==> src/rtl/dct_pkg.sv <==
// Shared constants for the 8-point DCT datapath: cos(k*pi/16) scaled by 2^FRAC.
package dct_pkg;
  localparam int FRAC = 8;
  localparam int C1   = 251;
  localparam int C2   = 237;
  localparam int C3   = 213;
  localparam int C4   = 181;
  localparam int C5   = 142;
  localparam int C6   = 98;
  localparam int C7   = 50;
endpackage

==> src/rtl/dct8_1d_pipe_if.sv <==
// Vector stream bus for one 1-D DCT pass: 8 samples in, 8 coefficients out.
interface dct8_1d_pipe_if #(
  parameter int BW  = 8,
  parameter int OBW = BW + 4
);
  logic               i_en;
  logic [8*BW-1:0]    i_data;
  logic               o_en;
  logic [8*OBW-1:0]   o_data;
  logic               o_last;

  modport master (output i_en, i_data, input  o_en, o_data, o_last);
  modport slave  (input  i_en, i_data, output o_en, o_data, o_last);
endinterface

==> src/rtl/dct_round_sat.sv <==
// Round-half-up by 2^(FRAC+1) and clamp one accumulator into an OBW-bit coefficient.
module dct_round_sat #(
  parameter int AW   = 21,
  parameter int OBW  = 12,
  parameter int FRAC = 8
) (
  input  logic signed [AW-1:0]  i_acc,
  output logic signed [OBW-1:0] o_val
);
  localparam logic signed [AW-1:0] HALF  = AW'(1 << FRAC);
  localparam logic signed [AW-1:0] MAX_V = AW'((1 << (OBW-1)) - 1);
  localparam logic signed [AW-1:0] MIN_V = AW'(-(1 << (OBW-1)));

  logic signed [AW-1:0] rnd;
  logic signed [AW-1:0] sh;

  always_comb begin
    rnd   = i_acc + HALF;
    sh    = rnd >>> (FRAC + 1);
    o_val = OBW'(sh);
    if (sh > MAX_V) begin
      o_val = OBW'(MAX_V);
    end else if (sh < MIN_V) begin
      o_val = OBW'(MIN_V);
    end
  end
endmodule

==> src/rtl/dct8_1d_pipe.sv <==
// Three-stage pipelined 8-point DCT-II: butterfly, constant multiply-accumulate,
// round/saturate. Fixed 3-cycle latency, bubbles pass through as o_en=0.
module dct8_1d_pipe #(
  parameter int BW   = 8,
  parameter int OBW  = BW + 4,
  parameter int FRAC = dct_pkg::FRAC
) (
  input  logic          i_clk,
  input  logic          i_Reset,
  dct8_1d_pipe_if.slave bus
);
  import dct_pkg::*;

  localparam int SW = BW + 1;
  localparam int EW = BW + 2;
  localparam int AW = BW + FRAC + 5;

  localparam logic signed [AW-1:0] K1 = AW'(C1);
  localparam logic signed [AW-1:0] K2 = AW'(C2);
  localparam logic signed [AW-1:0] K3 = AW'(C3);
  localparam logic signed [AW-1:0] K4 = AW'(C4);
  localparam logic signed [AW-1:0] K5 = AW'(C5);
  localparam logic signed [AW-1:0] K6 = AW'(C6);
  localparam logic signed [AW-1:0] K7 = AW'(C7);

  logic signed [BW-1:0]  x     [8];
  logic signed [SW-1:0]  s_d   [4];
  logic signed [SW-1:0]  s_q   [4];
  logic signed [SW-1:0]  d_d   [4];
  logic signed [SW-1:0]  d_q   [4];
  logic signed [EW-1:0]  e     [4];
  logic signed [AW-1:0]  ew    [4];
  logic signed [AW-1:0]  dw    [4];
  logic signed [AW-1:0]  acc_d [8];
  logic signed [AW-1:0]  acc_q [8];
  logic signed [OBW-1:0] y     [8];
  logic [8*OBW-1:0]      o_data_d, o_data_q;
  logic [2:0]            v_d, v_q;
  logic [2:0]            cnt_d, cnt_q;
  logic                  o_last_d, o_last_q;

  genvar gi;
  generate
    for (gi = 0; gi < 8; gi++) begin : g_lane
      assign x[gi] = bus.i_data[8*BW-1-gi*BW -: BW];
      dct_round_sat #(.AW(AW), .OBW(OBW), .FRAC(FRAC)) u_rs (
        .i_acc (acc_q[gi]),
        .o_val (y[gi])
      );
    end
  endgenerate

  always_comb begin
    for (int n = 0; n < 4; n++) begin
      s_d[n] = SW'(x[n]) + SW'(x[7-n]);
      d_d[n] = SW'(x[n]) - SW'(x[7-n]);
    end
  end

  // Even half uses the second butterfly; odd half multiplies the differences directly.
  always_comb begin
    e[0] = EW'(s_q[0]) + EW'(s_q[3]);
    e[1] = EW'(s_q[1]) + EW'(s_q[2]);
    e[2] = EW'(s_q[0]) - EW'(s_q[3]);
    e[3] = EW'(s_q[1]) - EW'(s_q[2]);
    for (int n = 0; n < 4; n++) begin
      ew[n] = AW'(e[n]);
      dw[n] = AW'(d_q[n]);
    end
    acc_d[0] = (ew[0] + ew[1]) * K4;
    acc_d[4] = (ew[0] - ew[1]) * K4;
    acc_d[2] = ew[2] * K2 + ew[3] * K6;
    acc_d[6] = ew[2] * K6 - ew[3] * K2;
    acc_d[1] = dw[0] * K1 + dw[1] * K3 + dw[2] * K5 + dw[3] * K7;
    acc_d[3] = dw[0] * K3 - dw[1] * K7 - dw[2] * K1 - dw[3] * K5;
    acc_d[5] = dw[0] * K5 - dw[1] * K1 + dw[2] * K7 + dw[3] * K3;
    acc_d[7] = dw[0] * K7 - dw[1] * K5 + dw[2] * K3 - dw[3] * K1;
  end

  // The block counter tracks vectors entering the output register, so o_last lines up with o_en.
  always_comb begin
    o_data_d = '0;
    for (int k = 0; k < 8; k++) begin
      o_data_d[8*OBW-1-k*OBW -: OBW] = y[k];
    end
    v_d      = {v_q[1:0], bus.i_en};
    cnt_d    = cnt_q + {2'b00, v_q[1]};
    o_last_d = v_q[1] & (cnt_q == 3'd7);
  end

  always_ff @(posedge i_clk) begin
    if (!i_Reset) begin
      for (int n = 0; n < 4; n++) begin
        s_q[n] <= '0;
        d_q[n] <= '0;
      end
      for (int k = 0; k < 8; k++) begin
        acc_q[k] <= '0;
      end
      o_data_q <= '0;
      v_q      <= '0;
      cnt_q    <= '0;
      o_last_q <= 1'b0;
    end else begin
      s_q      <= s_d;
      d_q      <= d_d;
      acc_q    <= acc_d;
      o_data_q <= o_data_d;
      v_q      <= v_d;
      cnt_q    <= cnt_d;
      o_last_q <= o_last_d;
    end
  end

  assign bus.o_en   = v_q[2];
  assign bus.o_data = o_data_q;
  assign bus.o_last = o_last_q;
endmodule
==> src/flat_wrapper.sv <==
// flat-port wrapper written by rule: the top's interface ports become plain ports
module dct8_1d_pipe_flat import dct_pkg::*;
#(
  parameter int BW   = 8,
  parameter int OBW  = BW + 4,
  parameter int FRAC = dct_pkg::FRAC
)
  (i_clk, i_Reset, bus_i_en, bus_i_data, bus_o_en, bus_o_data, bus_o_last);
  dct8_1d_pipe_if #(.BW(BW), .OBW(OBW)) bus_i ();
  input  logic i_clk;
  input  logic i_Reset;
  input wire logic [$bits(bus_i.i_en)-1:0] bus_i_en;
  input wire logic [$bits(bus_i.i_data)-1:0] bus_i_data;
  output wire logic [$bits(bus_i.o_en)-1:0] bus_o_en;
  output wire logic [$bits(bus_i.o_data)-1:0] bus_o_data;
  output wire logic [$bits(bus_i.o_last)-1:0] bus_o_last;
  assign bus_i.i_en = bus_i_en;
  assign bus_i.i_data = bus_i_data;
  assign bus_o_en = bus_i.o_en;
  assign bus_o_data = bus_i.o_data;
  assign bus_o_last = bus_i.o_last;
  dct8_1d_pipe #(.BW(BW), .OBW(OBW), .FRAC(FRAC)) u_core (.i_clk(i_clk), .i_Reset(i_Reset), .bus(bus_i));
endmodule
==> config.mk <==
export PLATFORM = sky130hd
export DESIGN_NAME = dct8_1d_pipe_flat
export DESIGN_NICKNAME = d
export VERILOG_FILES = /design/src/rtl/dct_pkg.sv /design/src/rtl/dct8_1d_pipe_if.sv /design/src/rtl/dct_round_sat.sv /design/src/rtl/dct8_1d_pipe.sv /design/src/flat_wrapper.sv
export SDC_FILE = /design/constraint.sdc
export NUM_CORES = 2
export LEC_CHECK = 0
export ABC_AREA = 0
export CAP_MARGIN = 20
export CORE_MARGIN = 2
export CORE_UTILIZATION = 55
export CTS_CLUSTER_DIAMETER = 30
export CTS_CLUSTER_SIZE = 28
export DETAILED_ROUTE_END_ITERATION = 8
export GPL_TIMING_DRIVEN = 0
export HOLD_SLACK_MARGIN = 0.1
export PLACE_DENSITY = 0.84
export SYNTH_ARGS = -nofsm -noshare
export SYNTH_HDL_FRONTEND = slang
export SYNTH_SLANG_ARGS = --single-unit
==> constraint.sdc <==
create_clock -name i_clk -period 8.7 [get_ports i_clk]
set_clock_uncertainty 0.1 [all_clocks]
set_input_delay 0.87 -clock i_clk [delete_from_list [all_inputs] [get_ports i_clk]]
set_output_delay 0.87 -clock i_clk [all_outputs]
set_load 0.05 [all_outputs]
==> results.md <==
* Fin crit share at 0.9468
* Vias at approximately 39000
* Slowest cell on the critical path: dfxtp_1
* Worst setup path class: flop to flop
* Area growth syn-to-layout at 10.77%
* RePlAce Congestion at between 1 and 1.5
* Post-layout util at 0.6127
* Top post-synthesis cells by area: ha_1 (25%), fa_1 (23%), dfxtp_1 (11%)
* Initial Util at 0.5531
* Syn nets at approximately 7300
* First-pass GRT wire length at approximately 220 mm
* Worst min-delay path class: flop to flop
* H-tree levels at 2
* RSZ-0062 raised after global routing: no
* Chip height at between 300 and 400 um
* Fin. max-slew vios at 0
* CP cell instances: ha_1, fa_1, fa_1, inv_1, fa_1, inv_1, ha_1, or2_2, a21oi_1, nor3_1, a2111oi_0, a21oi_1, xor2_1, fa_1, inv_1, fa_1, ha_1, a21oi_1, inv_1, o41ai_1, mux2i_1
* DR WL/cell at between 15 and 20 um
* Max transition margin at 0.2457
* GRT overflow at 0
* Max_cap viols at 0
* Number of synthesized flops with an enable pin at 0
* Mapped Cells at roughly 5700
* Nets@finish at 7506
* Initial DRC Count at between 2000 and 3000
* Most instantiated cells after synthesis: inv_1 (1356), ha_1 (981), fa_1 (575)
* WL final at 140.3 mm
* Worst Setup Start Kind: flop
* Core Region at 0.08960 mm2
* Multi-input gate area at approximately 0.039 mm2
* R2R cell count at 21
* Final antenna-violating net count at 0
* Worst Path Required at 9.12 ns
* Die area at ~0.093 mm2
* Clock Tree Buf Depth at 3
* GRT Util Overall at 0.3034
* Count of filler cells inserted in the layout at between 7000 and 8000
* Most common cell in the netlist: inv_1
* Synthesized area at roughly 0.05 mm2
* Placed Area at 0.05283 mm2
* Post-synth top area share at 0.2477
* Clk sink count at between 200 and 300
* Critical Path Start: u_core.d_q[13]$_SDFF_PN0_
* Clk slew on worst S/H paths at 0.06 ns
* Num CTS Buffers at 52
* Reg-to-Reg Start: u_core.d_q[13]$_SDFF_PN0_
* CP max stage delay at around 0.94 ns
* Setup crit end kind: flop
* Status: finished clean
* Drt pass-1 iters at 6
* Synth warnings at 0
* DR DRC count at 0
* Fmax at 0.1214 GHz
* Reg area at roughly 0.0055 mm2
* CTS tree: built
* Post-CTS Setup Inserts at 0
* Fin area at 0.05490 mm2
* Antenna violations before repair at 3
* Skew-Pair Late Insertion Delay at 0.62 ns
* FF-to-FF End: u_core.acc_q[18]$_SDFF_PN0_
* Period minus WS final at about 8 ns
* Syn avg cell area at roughly 8.8 um2
* Setup-failing EPs final at 0
* Vias in the first global route at around 40000
* Detailed-route vias per instance at roughly 5.6
* Flop2flop setup slack at 0.46 ns
* Top FF cell, synth: dfxtp_1
* Synth unique cells at between 70 and 80
* Worst Path Max Fanout at 11
* Row cnt at 110
* Seq cells post-synth at roughly 280
* Die boundary width at between 300 and 400 um
* Cell mode on critical path: fa_1
* Placed wire-length estimate at around 120 mm
* Async S/R FF share, synth at 0
* Buffers on Ports at about 160
* Largest net degree at the start of global routing at 22
* Crit path DAT at 8.65 ns
* Crit path to: u_core.acc_q[18]$_SDFF_PN0_
* Cell taking the most area after synthesis: ha_1
* I/O pins at about 170
* WHS at between 0.3 and 0.4 ns
* Share of cells above drive strength 1 at 0.02750
* Least-Margin Pin Slew at about 1.1 ns
* Root Driver: clkbuf_16
* Sequential-to-total area share from yosys stat at 0.1111
* Final Hold Fails at 0
* Hold buffer count at CTS at 0
final cells by class:
type | instances | share of cell area
well taps | 1176 | 0.02680
clock inverters | 42 | 0.01037
plain buffers | 55 | 0.003829
inverters | 1358 | 0.09285
multi-input cells | 3963 | 0.7059
repair buffers | 178 | 0.03499
diodes | 4 | 0.0001823
flip-flops and latches | 275 | 0.1004
clock buffers | 56 | 0.02473
sequential cells by signal (all words and copies together), names as in the netlist:
signal / cells
u_core.acc_q: 104
u_core.bus.o_data: 96
u_core.bus.o_last: 1
u_core.cnt_q: 3
u_core.d_q: 36
u_core.s_q: 32
u_core.v_q: 3
worst min path at each step:
stage          depth (start not counted)                startpoint                  endpoint
2_1_floorplan                          1  u_core.v_q[0]$_SDFF_PN0_  u_core.v_q[1]$_SDFF_PN0_
3_3_place_gp                           1  u_core.v_q[0]$_SDFF_PN0_  u_core.v_q[1]$_SDFF_PN0_
3_5_place_dp                           1  u_core.v_q[0]$_SDFF_PN0_  u_core.v_q[1]$_SDFF_PN0_
4_1_cts                                1  u_core.v_q[0]$_SDFF_PN0_  u_core.v_q[1]$_SDFF_PN0_
5_1_grt                                1  u_core.v_q[0]$_SDFF_PN0_  u_core.v_q[1]$_SDFF_PN0_
6_report                               1  u_core.v_q[0]$_SDFF_PN0_  u_core.v_q[1]$_SDFF_PN0_
cells by family after synthesis:
| family | after synthesis | synth area share |
|---|---|---|
| buf+inv | 1413 | 0.1070 |
| fa+ha+maj | 1556 | 0.4799 |
| simple gates | 1053 | 0.1032 |
| xor+xnor | 451 | 0.07970 |
| mux | 30 | 0.006236 |
| other cells | 1 | 0.00007567 |
| compound gates | 872 | 0.1127 |
| flops | 275 | 0.1111 |
what timing repair did:
item                       4_1_cts  5_1_grt
hold endpoints to repair         0        0
setup endpoints to repair        0       24
resized for setup                0        4
layout by cell type (no fill, tap or decap), types with 17 or more instances in the layout:
master           instances
nor3b_1                 19
inv_1                 1356
a31oi_1                 33
dfxtp_1                271
nor2b_1                 59
xnor2_1                240
nor3_1                  90
o31ai_1                 17
and3_1                  53
a21o_1                  97
o21a_1                  58
or3_1                   33
o21ai_0                171
and2_1                  34
clkbuf_16               53
fa_1                   575
nand3_1                 84
nand2b_1                65
xor2_1                 211
clkbuf_1                50
o21bai_1                33
nor2_1                 368
o211ai_1                21
ha_1                   981
a21oi_1                271
or2_2                   24
nand2_1                167
nand4_1                 19
clkdlybuf4s50_1        163
a211oi_1                33
mux2i_1                 26
per-layer routing:
layer	global-route usage	vias up	share of wire
li1	-	18660	-
met1	0.3806	19200	0.41
met2	0.5065	1272	0.47
met3	0.04234	325	0.068
met4	0.1639	0	0.059
met5	0	-	0
metrics by stage:
step / setup slack [ns] / std cells / TNS [ns]
after floorplan: 1.284 / 5651 / 0
after global placement: -0.1252 / 6990 / -0.5295
after detailed placement: 0.2475 / 6999 / 0
after CTS: 0.2225 / 7097 / 0
after global routing: 0.01175 / 7103 / 0
final: 0.4630 / 7107 / 0
worst max-delay path: cells and delay by family (launching register included):
kind / cells / cell delay (ns)
muxes: 1 / 0.23
adders and majority gates: 8 / 3.70
xor gates and xnor gates: 1 / 0.59
buffers and inverters: 4 / 0.37
DFF: 1 / 0.94
AOI/OAI and AO/OA: 5 / 1.79
and+or+nand+nor: 2 / 0.43
Power is not shown: default switching activity piles up to over one toggle a cycle in this logic, so the estimate is an artifact.
